File: config.mk
export PLATFORM = sky130hd
export DESIGN_NAME = mac_dma_scheduler
export DESIGN_NICKNAME = d
export VERILOG_FILES = /design/src/rtl/mac_dma_scheduler.sv
export SDC_FILE = /design/constraint.sdc
export NUM_CORES = 1
export LEC_CHECK = 0
export ABC_AREA = 1
export BUFFER_PORTS_ARGS = -buffer_cell sky130_fd_sc_hd__buf_2
export CORE_AREA = 2 2 136 138
export DETAILED_ROUTE_END_ITERATION = 7
export DIE_AREA = 0 0 138 140
export PLACE_DENSITY = 0.72
export SLEW_MARGIN = 20
export SYNTH_ARGS = -nofsm -noshare
export SYNTH_HDL_FRONTEND = slang
export SYNTH_SLANG_ARGS = --single-unit
export TNS_END_PERCENT = 1
File: constraint.sdc
create_clock -name clk -period 2.6 [get_ports clk]
set_clock_uncertainty 0.05 [all_clocks]
set_input_delay 0 -clock clk [delete_from_list [all_inputs] [get_ports clk]]
set_output_delay 0 -clock clk [all_outputs]
set_load 0.03 [all_outputs]
File: src/rtl/mac_dma_scheduler.sv
// mac_dma_scheduler: round-robin arbiter sharing one DMA control port between
// the mac accelerator read and write request streams, then gating the matching
// data channel until the granted number of beats has transferred. One
// transaction in flight at a time.
module mac_dma_scheduler #(
    parameter int unsigned DATA_WIDTH = 32,
    parameter int unsigned LEN_WIDTH  = 32
) (
    input  logic                  clk,
    input  logic                  rst,
    // accelerator read request
    input  logic                  acc_rd_ctrl_valid,
    input  logic [LEN_WIDTH-1:0]  acc_rd_ctrl_index,
    input  logic [LEN_WIDTH-1:0]  acc_rd_ctrl_length,
    input  logic [2:0]            acc_rd_ctrl_size,
    output logic                  acc_rd_ctrl_ready,
    // accelerator write request
    input  logic                  acc_wr_ctrl_valid,
    input  logic [LEN_WIDTH-1:0]  acc_wr_ctrl_index,
    input  logic [LEN_WIDTH-1:0]  acc_wr_ctrl_length,
    input  logic [2:0]            acc_wr_ctrl_size,
    output logic                  acc_wr_ctrl_ready,
    // shared DMA request
    output logic                  dma_ctrl_valid,
    output logic                  dma_ctrl_write,
    output logic [LEN_WIDTH-1:0]  dma_ctrl_index,
    output logic [LEN_WIDTH-1:0]  dma_ctrl_length,
    output logic [2:0]            dma_ctrl_size,
    input  logic                  dma_ctrl_ready,
    // read data channel
    input  logic                  dma_rd_chnl_valid,
    input  logic [DATA_WIDTH-1:0] dma_rd_chnl_data,
    output logic                  dma_rd_chnl_ready,
    output logic                  acc_rd_chnl_valid,
    output logic [DATA_WIDTH-1:0] acc_rd_chnl_data,
    input  logic                  acc_rd_chnl_ready,
    // write data channel
    input  logic                  acc_wr_chnl_valid,
    input  logic [DATA_WIDTH-1:0] acc_wr_chnl_data,
    output logic                  acc_wr_chnl_ready,
    output logic                  dma_wr_chnl_valid,
    output logic [DATA_WIDTH-1:0] dma_wr_chnl_data,
    input  logic                  dma_wr_chnl_ready,
    output logic                  busy
);

    typedef enum logic [1:0] {
        IDLE    = 2'd0,
        REQ     = 2'd1,
        RD_XFER = 2'd2,
        WR_XFER = 2'd3
    } state_t;

    state_t               state;
    logic                 last_grant_wr;
    logic [LEN_WIDTH-1:0] beat_cnt;
    logic                 grant_rd;
    logic                 grant_wr;
    logic                 in_rd;
    logic                 in_wr;
    logic                 rd_fire;
    logic                 wr_fire;

    // Round-robin grant, only evaluated in IDLE; a tie goes to the side not granted last
    always_comb begin
        grant_rd = 1'b0;
        grant_wr = 1'b0;
        if (state == IDLE) begin
            if (acc_rd_ctrl_valid && (!acc_wr_ctrl_valid || last_grant_wr)) begin
                grant_rd = 1'b1;
            end else if (acc_wr_ctrl_valid) begin
                grant_wr = 1'b1;
            end
        end
    end

    assign acc_rd_ctrl_ready = grant_rd;
    assign acc_wr_ctrl_ready = grant_wr;

    // Data channel gating: only the channel matching the active transfer is connected
    always_comb begin
        in_rd             = (state == RD_XFER);
        in_wr             = (state == WR_XFER);
        acc_rd_chnl_valid = in_rd & dma_rd_chnl_valid;
        dma_rd_chnl_ready = in_rd & acc_rd_chnl_ready;
        acc_rd_chnl_data  = in_rd ? dma_rd_chnl_data : '0;
        dma_wr_chnl_valid = in_wr & acc_wr_chnl_valid;
        acc_wr_chnl_ready = in_wr & dma_wr_chnl_ready;
        dma_wr_chnl_data  = in_wr ? acc_wr_chnl_data : '0;
        rd_fire           = in_rd & dma_rd_chnl_valid & acc_rd_chnl_ready;
        wr_fire           = in_wr & acc_wr_chnl_valid & dma_wr_chnl_ready;
    end

    // Transaction FSM with registered DMA request fields, beat counter and busy flag
    always_ff @(posedge clk or posedge rst) begin
        if (rst) begin
            state           <= IDLE;
            last_grant_wr   <= 1'b1;
            beat_cnt        <= '0;
            dma_ctrl_valid  <= 1'b0;
            dma_ctrl_write  <= 1'b0;
            dma_ctrl_index  <= '0;
            dma_ctrl_length <= '0;
            dma_ctrl_size   <= '0;
            busy            <= 1'b0;
        end else begin
            case (state)
                IDLE: begin
                    if (grant_rd || grant_wr) begin
                        state          <= REQ;
                        busy           <= 1'b1;
                        dma_ctrl_valid <= 1'b1;
                        dma_ctrl_write <= grant_wr;
                        last_grant_wr  <= grant_wr;
                        if (grant_wr) begin
                            dma_ctrl_index  <= acc_wr_ctrl_index;
                            dma_ctrl_length <= acc_wr_ctrl_length;
                            dma_ctrl_size   <= acc_wr_ctrl_size;
                            beat_cnt        <= acc_wr_ctrl_length;
                        end else begin
                            dma_ctrl_index  <= acc_rd_ctrl_index;
                            dma_ctrl_length <= acc_rd_ctrl_length;
                            dma_ctrl_size   <= acc_rd_ctrl_size;
                            beat_cnt        <= acc_rd_ctrl_length;
                        end
                    end
                end
                REQ: begin
                    if (dma_ctrl_ready) begin
                        dma_ctrl_valid <= 1'b0;
                        if (beat_cnt == '0) begin
                            state <= IDLE;
                            busy  <= 1'b0;
                        end else if (dma_ctrl_write) begin
                            state <= WR_XFER;
                        end else begin
                            state <= RD_XFER;
                        end
                    end
                end
                RD_XFER: begin
                    if (rd_fire) begin
                        beat_cnt <= beat_cnt - LEN_WIDTH'(1);
                        if (beat_cnt == LEN_WIDTH'(1)) begin
                            state <= IDLE;
                            busy  <= 1'b0;
                        end
                    end
                end
                WR_XFER: begin
                    if (wr_fire) begin
                        beat_cnt <= beat_cnt - LEN_WIDTH'(1);
                        if (beat_cnt == LEN_WIDTH'(1)) begin
                            state <= IDLE;
                            busy  <= 1'b0;
                        end
                    end
                end
                default: begin
                    state <= IDLE;
                    busy  <= 1'b0;
                end
            endcase
        end
    end

endmodule

==> impl_metrics.csv, run 1 <==
group,metric,value,unit
logic_synthesis,synthDistinctLibCells,33,
finish,layout-drive-gt1-share,27.9,%
critical_path,critPathMaxFanout,43,
routing,drc,0,
run_status,outcome,"complete, but fails checks",
sta,post-route-period-util,93.1,%
critical_path,critPathKind,"register to output pin",
run_status,violations,"negative hold slack",
routing,drt_first_pass_iters,5,
sta,setup_violations,0,
placement,place.gp.congestion,0.903,
clock_tree,cts.clk_slew.worst_paths,0.07,ns
floorplanning,top_level_ports,347,
sta,fin_ws,0.180,ns
clock_tree,cts_tree,"done",
logic_synthesis,ys_seq_elements,105,
sta,slew_headroom,45.5,%
routing,drt-total-wl,24600,um
clock_tree,clockRootBuffer,"clkbuf_16",
logic_synthesis,seq_area_frac_synth,40.1,%
critical_path,critPathArrivalTime,2.37,ns
sta,drv_slew,0,
floorplanning,dieHeight,140,um
logic_synthesis,synth_top_family_by_area,"simple AND/OR/NAND/NOR gates",
sta,rsz0062_at_grt,"false",
finish,nets,1636,
min_path,hp-start,"acc_wr_ctrl_length[26]",
critical_path,crit_chain,"buf_6, inv_2, nor2_1, clkinvlp_4, buf_4, nor2_1, buf_2",
critical_path,cp-end-kind,"output pin",
min_path,hold_depth,3,
critical_path,crit_family,"buffers and inverters",
clock_tree,clock_latency,0.35,ns
finish,antenna_cells,0,
logic_synthesis,avgSynthCellArea,6.49,sq um
clock_tree,cts_buffer_depth,2,
floorplanning,rows,49,
logic_synthesis,synth_area,6560,sq um
critical_path,cp-start-kind,"register",
clock_tree,cts_buffers,9,
critical_path,path_buf_inv,5,
logic_synthesis,yosys_warnings,0,
clock_tree,cts.sinks,105,
logic_synthesis,synth_compound_area_share,9.06,%
grt,grt_antenna_before_repair,0,
logic_synthesis,synthesis.nets,1220,
grt,gr-total-overflow,0,
power_and_ir_drop,finalPower,11.2,mW
floorplanning,die-area,19300,sq um
power_and_ir_drop,p_leak,5.57,nW
critical_path,critical-path-slowest-cell,"dfrtp_1",
grt,grt_pass1_vias,7771,
placement,io_buffers,346,
sta,fmax,413,MHz
finish,fillers,1701,
critical_path,r2r-start,"last_grant_wr",
sta,hold_violations,1,
routing,viasPerCell,4.76,
logic_synthesis,synthXorXnorAreaFrac,0.133,%
routing,routed-via-count,7900,
placement,dp_worst_setup_slack,0.0749,ns
critical_path,cp.required,2.55,ns
job,cap_violations,0,
critical_path,path_common_cell,"nor2_1",
routing,wl_per_cell,14.8,um
sta,tns,0,ns
critical_path,path_depth,7,
logic_synthesis,synth_mux_area_share,0,%
clock_tree,htreeDepth,3,
min_path,whs_endpoint,"dma_ctrl_length[26]",
floorplanning,start_util,36.9,%
logic_synthesis,synthSimpleGateAreaFrac,37.1,%
critical_path,worstRegToRegCells,7,
grt,grt_max_degree,95,
routing,drt_iter0_drc,477,
power_and_ir_drop,powerDensity,1160,nW/um^2
routing,final_antenna_net_count,0,
logic_synthesis,netlist_instances,1011,
finish,register_area,2630,sq um
grt,grt_pass1_wl,39500,um
finish,fin_util,54.4,%
floorplanning,die_w,138,um
critical_path,max_stage_delay,0.41,ns
floorplanning,core_area,17800,sq um
finish,area_growth_syn_to_layout,47.3,%
sta,holdWs,-0.000768,ns
sta,worst_slew_pin_slew,0.816,ns
critical_path,r2r_end,"dma_ctrl_index[0]",
grt,grt_use_total,24.9,%
logic_synthesis,synth_fa_ha_area_share,0.381,%
finish,multi_input_area,3070,sq um
placement,dp.final_hpwl,17700,um
min_path,hold_class,"input pin to register",
critical_path,reg2reg_slack,0.28,ns
power_and_ir_drop,ir_drop,0.000583,V
sta,min_period,2.42,ns
## metal layers
metal	share of wire, %	up-vias	wire length (um)	global-route usage [%]
met2	48	307	11900	41.9
met3	6.8	43	1680	5.13
met5	0	-	0	0
li1	-	3947	-	-
met1	43	3603	10500	32.4
met4	2.1	0	508	7.52
## worst min-delay path, cell delays in order
cell and delay [ns]:
buf_2 0.07, o21ai_0 0.11, o21ai_0 0.17
## state kept, by name (all words and copies together), names as in the netlist
| register | cells |
|---|---|
| busy | 1 |
| beat_cnt | 32 |
| dma_ctrl_valid | 1 |
| last_grant_wr | 1 |
| dma_ctrl_length | 32 |
| dma_ctrl_index | 32 |
| dma_ctrl_size | 3 |
| dma_ctrl_write | 1 |
| state | 2 |
## report_power, final
part | total [mW] | internal, mW | leakage [nW] | switching (mW)
clock | 1.40 | 0.777 | 0.147 | 0.627
sequential | 3.12 | 2.48 | 1.27 | 0.641
combinational | 6.67 | 2.16 | 4.15 | 4.51
## synth_stat cells, drive strengths merged
cell type  count  share of area, %
dfrtp        104                40
xor2           1              0.13
a31oi          2              0.19
or2            3              0.29
o21ai         96               7.4
nor2         149               9.0
nand4          6              0.67
nor3           3              0.31
a21oi         11              0.90
clkinv         1             0.057
clkbuf        13              0.78
nand3        118               9.0
ha             2              0.38
inv          152               8.7
o211ai         3              0.34
nand2        307                18
nand3b         2              0.23
dfstp          1              0.40
o22ai          2              0.19
buf           35               3.7
## timing repair
item / in CTS / in global routing
hold buffers: 91 / 1
resized for setup: 0 / 3
buffers inserted: 0 / 0
setup endpoints to repair: 0 / 32
hold endpoints to repair: 87 / 1
## through the flow
stage          cell area [sq um]  std cells
2_1_floorplan               6570       1011
3_3_place_gp                8410       1552
3_5_place_dp                8410       1552
4_1_cts                     9620       1659
5_1_grt                     9660       1661
6_report                    9660       1661
## worst max path at each step
stage                            to  slack [ns]           from
6_report        acc_rd_chnl_data[0]        0.18       state[1]
5_1_grt        acc_rd_chnl_data[26]        0.01       state[1]
3_5_place_dp    dma_ctrl_length[20]        0.07  last_grant_wr
2_1_floorplan                  busy        1.06    beat_cnt[0]
3_3_place_gp     dma_ctrl_length[8]        0.16  last_grant_wr
4_1_cts            dma_ctrl_size[2]        0.03  last_grant_wr
## cell families after synthesis
| kind of cell | count (synthesis) |
|---|---|
| XOR/XNOR | 1 |
| adder cells (fa/ha/maj) | 2 |
| AO/OA/AOI/OAI | 114 |
| flip-flops | 105 |
| buffers and inverters | 201 |
| AND/OR/NAND/NOR | 588 |
## cells in the final DEF, fill, tap and decap left out, types with 2 or more instances in the layout
master / n
a21oi_1: 10
a31oi_1: 2
buf_12: 2
buf_2: 346
buf_4: 11
buf_6: 2
clkbuf_1: 2
clkbuf_16: 9
clkinv_4: 2
clkinvlp_4: 2
dfrtp_1: 104
dlygate4sd3_1: 92
ha_1: 2
inv_1: 145
inv_2: 6
nand2_1: 305
nand3_1: 118
nand3b_1: 2
nand4_1: 5
nor2_1: 140
nor2_2: 7
nor2_4: 2
nor3_1: 2
o211ai_1: 3
o21ai_0: 77
o21ai_1: 17
o21ai_2: 2
o22ai_1: 2
or2_1: 3
## area by class of cell
cell class / count / share of cell area [%]
multi-input combinational: 705 / 31.8
timing repair buffer: 453 / 28.9
sequential: 105 / 27.2
inverter: 153 / 6.02
tap: 229 / 2.96
clock buffer: 12 / 2.55
clock inverter: 4 / 0.544
No activity file was read; power rests on OpenSTA's default activity.
==> run 2, diff against run 1 <==
CORE_AREA = 2 2 134 136   (was 2 2 136 138)
DIE_AREA = 0 0 136 138   (was 0 0 138 140)
PLACE_DENSITY = 0.71   (was 0.72)
clock period = 2.75 ns   (was 2.6 ns; I/O delays follow)
==> run 2 against run 1 <==
Effect of this change:
- the flow now finishes without violations
- sequential share of layout area fell by 0.29 points
- critical path depth rose by 2
- worst hold slack improved by 0.0077 ns
- global-route usage rose by 1.3 points
- die area fell by 2.9%
- routed wire length fell by 1.0%
==> impl_metrics.csv, run 2 (synthesis gave the netlist of run 1 again) <==
group,metric,value,unit
run_status,outcome,"finished clean",
finish,final_cell_mix,"buf_2, nand2_1, inv_1",
sta,fmax,385,MHz
finish,antenna_cells,0,
min_path,hold_class,"input pin to register",
job,cap_violations,0,
critical_path,path_buf_inv,4,
floorplanning,rows,49,
routing,final_antenna_net_count,0,
routing,drt_first_pass_iters,6,
floorplanning,dieHeight,138,um
critical_path,cp.required,2.94,ns
clock_tree,clock_latency,0.35,ns
sta,drv_slew,0,
sta,setup_violations,0,
critical_path,cp-end-kind,"register",
critical_path,max_stage_delay,0.56,ns
grt,gr-total-overflow,0,
floorplanning,top_level_ports,347,
power_and_ir_drop,ir_drop,0.000611,V
power_and_ir_drop,powerDensity,1100,nW/um^2
finish,area_growth_syn_to_layout,48.9,%
routing,wl_per_cell,14.6,um
critical_path,crit_family,"buffers and inverters",
finish,fin_area,9770,sq um
sta,hold_violations,0,
sta,post-route-period-util,94.3,%
clock_tree,cts_setup_buffers,0,
critical_path,critPathMaxFanout,50,
clock_tree,cts_tree,"done",
sta,worst_slew_pin_slew,0.824,ns
clock_tree,cts_buffer_depth,2,
critical_path,critPathArrivalTime,2.78,ns
finish,nets,1644,
clock_tree,cts_buffers,9,
finish,fillers,1692,
critical_path,critPathKind,"register to register",
floorplanning,core_area,17500,sq um
clock_tree,cts.clk_slew.worst_paths,0.07,ns
grt,grt_antenna_before_repair,0,
sta,tns,0,ns
sta,rsz0062_at_grt,"false",
finish,layout-drive-gt1-share,27.6,%
critical_path,path_common_cell,"inv_2",
critical_path,critical-path-slowest-cell,"dlygate4sd3_1",
sta,slew_headroom,44.9,%
grt,grt_pass1_vias,8086,
grt,grt_max_degree,100,
routing,viasPerCell,4.81,
power_and_ir_drop,p_leak,5.62,nW
floorplanning,die-area,18800,sq um
finish,register_area,2630,sq um
finish,multi_input_area,3070,sq um
sta,min_period,2.59,ns
grt,grt_use_total,26.1,%
finish,final_common_cell,"buf_2",
clock_tree,clockRootBuffer,"clkbuf_16",
placement,placed_area,8420,sq um
placement,dp.final_hpwl,17000,um
placement,io_buffers,346,
routing,drt_iter0_drc,533,
floorplanning,die_w,136,um
routing,drc,0,
critical_path,cp-start-kind,"register",
clock_tree,htreeDepth,3,
clock_tree,cts.sinks,105,
grt,grt_pass1_wl,39200,um
routing,drt-total-wl,24400,um
finish,largest_registers,"beat_cnt x32, dma_ctrl_index x32, dma_ctrl_length x32",
floorplanning,start_util,37.4,%
placement,place.gp.congestion,0.867,
routing,routed-via-count,8026,
critical_path,crit_chain,"a21oi_1, nand2_4, inv_2, nor2_4, clkbuf_16, inv_2, nor2_1, a31oi_1, dlygate4sd3_1",
[run 2: changes by cell type in the layout (fill, tap and decap cells not counted), sizes merged]
cell | previous run | this run
clkinv | 3 | 2
inv | 151 | 152
clkinvlp | 2 | 4
buf | 361 | 357
dlygate4sd3 | 92 | 103
clkbuf | 12 | 11
[run 2: report_power, final]
part           internal (mW)  switching [mW]  leakage (nW)  total, mW
Sequential              2.35           0.621          1.27       2.97
Clock                  0.733           0.613         0.141       1.35
Combinational           2.19            4.27          4.20       6.47
Total                   5.27            5.51          5.62       10.8
[run 2: what timing repair did]
item / CTS / global route
hold buffers: 103 / 0
endpoints found under the hold margin: 94 / 0
endpoints found under the setup margin: 0 / 2
gates resized for setup: 0 / 2
[run 2: path summary, 6_finish.rpt]
check,startpoint,end,slack [ns],cells after the start
worst max-delay path,last_grant_wr,dma_ctrl_length[2],0.16,9
min in group asynchronous,rst,dma_ctrl_length[0],0.30,3
worst max register to register,last_grant_wr,dma_ctrl_length[2],0.16,9
worst min-delay path,acc_rd_ctrl_length[26],dma_ctrl_length[26],0.007,5
worst min register to register,dma_ctrl_length[21],dma_ctrl_length[21],0.43,2
max in group asynchronous,rst,dma_ctrl_index[18],1.44,4
[run 2: tightest hold or removal path: cells and delay by family]
family,cells,cell delay [ns]
buffers and inverters,2,0.13
AO/OA/AOI/OAI,2,0.19
AND/OR/NAND/NOR,1,0.04
[run 2: per-layer routing]
metal	global-route usage, %	vias to the layer above	share of wire, %
met1	32.6	3656	41
met2	44.3	352	49
met3	3.85	56	6.2
li1	-	3962	-
met4	12.0	0	3.6
met5	0	-	0
[run 2: metrics by stage]
step | setup slack [ns] | std cells | hold slack [ns] | util, % | total power, mW
2_1_floorplan | 1.21 | 1011 | 0.0829 | - | 7.11
3_3_place_gp | 0.681 | 1549 | 0.159 | 48.0 | 8.61
3_5_place_dp | 0.662 | 1549 | 0.156 | 48.0 | 8.73
4_1_cts | 0.128 | 1668 | 0.00359 | 55.6 | 10.7
5_1_grt | 0.0109 | 1669 | 0.0381 | 55.7 | 11.6
6_report | 0.155 | 1669 | 0.00694 | 55.7 | 10.8
[run 2: final cells by class]
type,count,share of cell area [%]
sequential,105,26.9
timing repair buffer,461,29.7
clock inverter,6,0.679
tap,229,2.93
inverter,153,5.92
multi-input combinational,705,31.4
clock buffer,10,2.45
